<file path="src/rtl/load_store_unit_pkg.sv">
// Shared types for the load/store unit: access sizes, FSM states,
// byte-enable patterns and small decode helpers.
package load_store_unit_pkg;

  typedef enum logic [2:0] {
    MEM_B  = 3'b000,
    MEM_H  = 3'b001,
    MEM_W  = 3'b010,
    MEM_BU = 3'b100,
    MEM_HU = 3'b101
  } mem_size_e;

  typedef enum logic [1:0] {
    S_IDLE,
    S_REQ,
    S_WAIT_R,
    S_DONE
  } lsu_state_e;

  localparam logic [3:0] MEM_BE_B = 4'b0001;
  localparam logic [3:0] MEM_BE_H = 4'b0011;
  localparam logic [3:0] MEM_BE_W = 4'b1111;

  // Unused funct3 encodings fall back to a full word.
  function automatic mem_size_e to_size(input logic [2:0] f3);
    mem_size_e s;
    unique case (f3)
      3'b000:  s = MEM_B;
      3'b001:  s = MEM_H;
      3'b100:  s = MEM_BU;
      3'b101:  s = MEM_HU;
      default: s = MEM_W;
    endcase
    return s;
  endfunction

  function automatic logic misaligned(
    input mem_size_e  s,
    input logic [1:0] off
  );
    logic m;
    unique case (s)
      MEM_H, MEM_HU: m = off[0];
      MEM_W:         m = |off;
      default:       m = 1'b0;
    endcase
    return m;
  endfunction

endpackage

</file>
<file path="src/rtl/load_store_unit_lane_align.sv">
// Combinational lane steering: byte enables and replicated store
// data on the way out, lane select plus extension on the way in.
module lsu_lane_align
  import load_store_unit_pkg::*;
#(
  parameter int XLEN = 32
) (
  input  mem_size_e         size,
  input  logic [1:0]        offset,
  input  logic [XLEN-1:0]   store_data,
  input  logic [XLEN-1:0]   load_word,
  output logic [3:0]        be,
  output logic [XLEN-1:0]   store_word,
  output logic [XLEN-1:0]   load_data
);

  logic [7:0]  b_sel;
  logic [15:0] h_sel;

  // Pick the addressed byte and half out of the returned word.
  always_comb begin
    b_sel = load_word[8*offset +: 8];
    h_sel = offset[1] ? load_word[31:16] : load_word[15:0];
  end

  // Misaligned halves/words are silently aligned by masking the offset.
  always_comb begin
    be         = MEM_BE_W;
    store_word = store_data;
    load_data  = load_word;
    unique case (size)
      MEM_B, MEM_BU: begin
        be         = MEM_BE_B << offset;
        store_word = {4{store_data[7:0]}};
        load_data  = (size == MEM_B)
                   ? {{(XLEN-8){b_sel[7]}}, b_sel}
                   : {{(XLEN-8){1'b0}}, b_sel};
      end
      MEM_H, MEM_HU: begin
        be         = MEM_BE_H << {offset[1], 1'b0};
        store_word = {2{store_data[15:0]}};
        load_data  = (size == MEM_H)
                   ? {{(XLEN-16){h_sel[15]}}, h_sel}
                   : {{(XLEN-16){1'b0}}, h_sel};
      end
      default: begin
        be         = MEM_BE_W;
        store_word = store_data;
        load_data  = load_word;
      end
    endcase
  end

endmodule

</file>
<file path="src/rtl/load_store_unit.sv">
// Memory-stage load/store unit, one req/gnt/rvalid transaction in flight.
// LSU_MISALIGN_TRAP_EN: misaligned H/W report done_error instead of a bus op.
module load_store_unit
  import load_store_unit_pkg::*;
#(
  parameter int ADDR_WIDTH = 32,
  parameter int XLEN       = 32
) (
  input  logic                  clk,
  input  logic                  reset_n,
  input  logic                  req_valid,
  output logic                  req_ready,
  input  logic                  req_write,
  input  logic [2:0]            req_funct3,
  input  logic [ADDR_WIDTH-1:0] req_addr,
  input  logic [XLEN-1:0]       req_wdata,
  input  logic                  flush,
  output logic                  done_valid,
  output logic [XLEN-1:0]       done_rdata,
  output logic                  done_error,
  output logic                  dmem_req,
  output logic                  dmem_we,
  output logic [ADDR_WIDTH-1:0] dmem_addr,
  output logic [3:0]            dmem_be,
  output logic [XLEN-1:0]       dmem_wdata,
  input  logic                  dmem_gnt,
  input  logic                  dmem_rvalid,
  input  logic [XLEN-1:0]       dmem_rdata
);

  lsu_state_e            state_q, state_d;
  logic                  op_write_q;
  mem_size_e             op_size_q;
  logic [ADDR_WIDTH-1:0] op_addr_q;
  logic [XLEN-1:0]       op_wdata_q;
  logic [XLEN-1:0]       rdata_q;
  logic                  drop_q;
  logic                  err_q;

  logic                  accept;
  logic                  capture;
  logic                  set_drop;
  logic                  set_err;
  logic                  mis;
  logic [3:0]            be;
  logic [XLEN-1:0]       store_word;
  logic [XLEN-1:0]       load_data;

`ifdef LSU_MISALIGN_TRAP_EN
  assign mis = misaligned(op_size_q, op_addr_q[1:0]);
`else
  assign mis = 1'b0;
`endif

  lsu_lane_align #(
    .XLEN (XLEN)
  ) u_align (
    .size       (op_size_q),
    .offset     (op_addr_q[1:0]),
    .store_data (op_wdata_q),
    .load_word  (dmem_rdata),
    .be         (be),
    .store_word (store_word),
    .load_data  (load_data)
  );

  // State register.
  always_ff @(posedge clk or negedge reset_n) begin
    if (!reset_n) state_q <= S_IDLE;
    else          state_q <= state_d;
  end

  // Next state, handshake outputs and register-update strobes.
  always_comb begin
    state_d    = state_q;
    req_ready  = 1'b0;
    dmem_req   = 1'b0;
    done_valid = 1'b0;
    accept     = 1'b0;
    capture    = 1'b0;
    set_drop   = 1'b0;
    set_err    = 1'b0;
    unique case (state_q)
      S_IDLE: begin
        req_ready = 1'b1;
        if (req_valid && !flush) begin
          accept  = 1'b1;
          state_d = S_REQ;
        end
      end
      S_REQ: begin
        dmem_req = !mis;
        if (mis) begin
          set_err = !flush;
          state_d = flush ? S_IDLE : S_DONE;
        end else if (dmem_gnt) begin
          set_drop = flush;
          state_d  = op_write_q ? S_DONE : S_WAIT_R;
        end else if (flush) begin
          state_d = S_IDLE;
        end
      end
      S_WAIT_R: begin
        set_drop = flush;
        if (dmem_rvalid) begin
          capture = 1'b1;
          state_d = S_DONE;
        end
      end
      S_DONE: begin
        done_valid = !drop_q;
        state_d    = S_IDLE;
      end
    endcase
  end

  // Operation latch, load result and completion flags.
  always_ff @(posedge clk or negedge reset_n) begin
    if (!reset_n) begin
      op_write_q <= 1'b0;
      op_size_q  <= MEM_B;
      op_addr_q  <= '0;
      op_wdata_q <= '0;
      rdata_q    <= '0;
      drop_q     <= 1'b0;
      err_q      <= 1'b0;
    end else begin
      if (accept) begin
        op_write_q <= req_write;
        op_size_q  <= to_size(req_funct3);
        op_addr_q  <= req_addr;
        op_wdata_q <= req_wdata;
        rdata_q    <= '0;
        drop_q     <= 1'b0;
        err_q      <= 1'b0;
      end
      if (set_drop) drop_q <= 1'b1;
      if (set_err)  err_q  <= 1'b1;
      if (capture)  rdata_q <= load_data;
    end
  end

  // Bus fields are only non-zero while a request is presented.
  always_comb begin
    dmem_we    = dmem_req & op_write_q;
    dmem_addr  = dmem_req ? {op_addr_q[ADDR_WIDTH-1:2], 2'b00} : '0;
    dmem_be    = dmem_req ? be : 4'b0000;
    dmem_wdata = dmem_we ? store_word : '0;
    done_rdata = done_valid ? rdata_q : '0;
    done_error = done_valid & err_q;
  end

endmodule
</file>
<file path="config.mk">
export PLATFORM = sky130hd
export DESIGN_NAME = load_store_unit
export DESIGN_NICKNAME = d
export VERILOG_FILES = /design/src/rtl/load_store_unit_pkg.sv /design/src/rtl/load_store_unit_lane_align.sv /design/src/rtl/load_store_unit.sv
export SDC_FILE = /design/constraint.sdc
export NUM_CORES = 1
export LEC_CHECK = 0
export CAP_MARGIN = 25
export CORE_AREA = 2 2 130 120
export CTS_CLUSTER_DIAMETER = 100
export DETAILED_ROUTE_END_ITERATION = 8
export DIE_AREA = 0 0 132 122
export GPL_TIMING_DRIVEN = 0
export PLACE_DENSITY = 0.77
export SYNTH_ARGS = -nofsm -noshare
export SYNTH_HDL_FRONTEND = slang
export SYNTH_HIERARCHICAL = 1
export SYNTH_SLANG_ARGS = --single-unit
</file>
<file path="constraint.sdc">
create_clock -name clk -period 1.7 [get_ports clk]
set_input_delay 0.425 -clock clk [delete_from_list [all_inputs] [get_ports clk]]
set_output_delay 0.425 -clock clk [all_outputs]
set_load 0.05 [all_outputs]
</file>
==> flow_summary.toml <==
[status]
status = "finished with violations"
violations = "negative setup slack"

[cts]
cts_buffers = 9
cts-root-buf = "clkbuf_16"
cts_tree = "done"
clock_path_buffers = 2
holdBufCountCts = 0
cts.clk_slew.worst_paths_ps = 80
clkSinkCount = 103
htreeDepth = 3
clock_latency_ps = 360

[routing]
drtPass1Iterations = 5
vias_per_cell = 5.15
drt-initial-drc-count = 470
wl_per_cell_um = 18.8
drcViolationCount = 0
vias = 5573
routed_wl_um = 20300
detail-route-antenna-nets = 0

[timing]
rsz0062_at_grt = "true"
tns_ps = -45740
post-route-min-period_ps = 2230
worst_slew_pin_slew_ps = 598
setup_viol = 109
hold_viol_final = 0
relSlewSlack_pct = 60.0
setup_ws_ps = -529
slew_violations = 0
max_freq_ghz = 0.449
period_share_pct = 131
skew_ps = 8.74

[pwr]
ir_drop_v = 0.00140
power_density_nw_per_um2 = 2040
sequentialPowerShare_pct = 21.9
power_switching_share_pct = 43.5
power_frac_clock_pct = 10.5
p_leak_nw = 4.75
p_total_w = 0.0210
intPower_w = 0.0119
combPwrFrac_pct = 67.6
p_switching_w = 0.00912

[floorplan]
initial_core_util_pct = 40.8
core.rowCount = 43
io_pins = 211
dieArea_sq_um = 16100
core_area_sq_um = 14900
fp.dieW_um = 132
fp.dieH_um = 122

[layout]
area_growth_pct = 69.3
layout-drive-gt1-share_pct = 47.2
design_area_sq_um = 10300
multi_input_area_sq_um = 3530
n_fill_cell = 1120
finalNonFillerCells = 1083
fin_util_pct = 69.1
layout.nets = 987
regArea_sq_um = 2580

[yosys]
syn_area_sq_um = 6080
ys_types = 37
synth_seq_area_share_pct = 42.4
syn_area_per_cell_sq_um = 9.87
synth-main-ff-cell = "dfrtp_1"
synthCells = 616
ys_seq_elements = 103
ys_warn_count = 6
synth-edff-count = 0
async_flop_share_pct = 100

[grt]
grt_max_degree = 69
grt_remaining_overflow = 0
antenna_found_initial = 0
grt.total_usage_pct = 24.0
grt_pass1_vias = 5489
grt_pass1_wl_um = 29900

[placed_design]
dp_hpwl_um = 13900
gp_congestion = 0.859
portBuffers = 207
place_area_sq_um = 8740
dp_cells = 1028

[setup_path]
crit_required_ps = 1270
worstPathMaxFanout = 7
crit_path_end_kind = "output pin"
cp-start-kind = "flop"
path_class = "reg -> out"
critPathArrivalTime_ps = 1800

[flow_run]
drv.max_cap_violation_count = 0

[worst_hold_path]
hold_path.class = "in -> async"
[registers in the layout, indices dropped and copies added, names as in the netlist, named ones only]
name,count
op_wdata_q,32
op_size_q,3
drop_q,1
rdata_q,32
op_addr_q,32
state_q,1
op_write_q,1
[final timing paths]
check / from / to / slack, ps / cells past startpoint
min reg2reg: op_addr_q[11] / op_addr_q[11] / 500 / 1
min in group clk: op_addr_q[11] / op_addr_q[11] / 500 / 1
max in group asynchronous: reset_n / state_q[0] / 950 / 2
min: reset_n / rdata_q[27] / 20 / 1
max: state_q[0] / dmem_addr[21] / -530 / 6
max reg2reg: op_size_q[0] / rdata_q[5] / -80 / 6
[critical path: stages (launching register included)]
cell and delay, ps:
dfrtp_2 470, buf_6 140, ha_4 200, clkbuf_16 180, clkbuf_16 150, and2_4 140, buf_8 140
[area by class of cell]
type	count	area share, %
timing repair buffer	249	28.5
multi-input combinational	443	34.3
sequential	103	25.1
antenna	1	0.0243
inverter	12	0.510
tap	202	2.46
clock inverter	7	0.814
buffer	57	6.08
clock buffer	9	2.19
[kinds of logic after synthesis]
| kind of cell | share of synthesized area [%] |
|---|---|
| other | 0.0617 |
| AND/OR/NAND/NOR | 21.4 |
| adder cells (fa/ha/maj) | 1.23 |
| flip-flops | 42.4 |
| AO/OA/AOI/OAI | 9.67 |
| multiplexers | 18.9 |
| buffers and inverters | 6.42 |
[metal layers]
| metal | track usage (%) | up-vias | part of all wire, % |
|---|---|---|---|
| met2 | 39.6 | 240 | 48 |
| met3 | 6.74 | 21 | 8.6 |
| met4 | 7.61 | 0 | 1.8 |
| met5 | 0 | - | 0 |
| li1 | - | 2594 | - |
| met1 | 30.8 | 2718 | 41 |
[power by group through the flow]
stage                     combinational (W)  sequential, W  clock [W]
final                                0.0142        0.00459    0.00220
after global routing                 0.0150        0.00473    0.00233
after CTS                            0.0127        0.00451    0.00223
after detailed placement             0.0112        0.00454          0
after global placement               0.0111        0.00449          0
after floorplan                     0.00826        0.00421          0
[repair_timing]
action | CTS | global route
setup buffers | 15 | 20
setup endpoints to repair | 167 | 198
pin swaps | 5 | 21
resized for setup | 811 | 142
cloned | 2 | 7
[synth_stat cells, drive strengths merged (4+ instances only)]
library cell,number,area (sq um)
o22ai,17,106
and3,33,206
mux2i,16,160
and2,68,425
dfrtp,103,2580
inv,12,45.0
ha,6,75.1
nor2b,21,131
buf,36,255
nand2,108,405
nor2,11,41.3
o21bai,4,33.8
o221ai,8,70.1
a221o,7,70.1
mux2,77,987
clkbuf,24,90.1
o21ai,44,220
nand2b,4,25.0
[cell usage in the layout (no fill, tap or decap), drive strengths merged, types with 2 or more instances in the layout]
cell type      count
mux2              77
or2                2
clkdlybuf4s50    101
nor2b             21
or3b               2
ha                 6
a31oi              2
nor2              11
mux2i             16
a21oi              3
a221o              7
o21ai             44
nand2b             4
inv               16
nand2            108
and2              68
o221ai             8
clkbuf            27
buf              184
o22ai             17
and3              33
dlymetal6s2s       2
conb               3
a22oi              2
dfrtp            103
o21bai             4
[stage by stage]
stage	hold WS, ps	worst slack (ps)
floorplan	129	-81.3
CTS	38.3	-501
global route	54.1	-569
global placement	479	-3830
detailed placement	428	-1150
finish	24.6	-529
(Power assumes the default switching activity.)
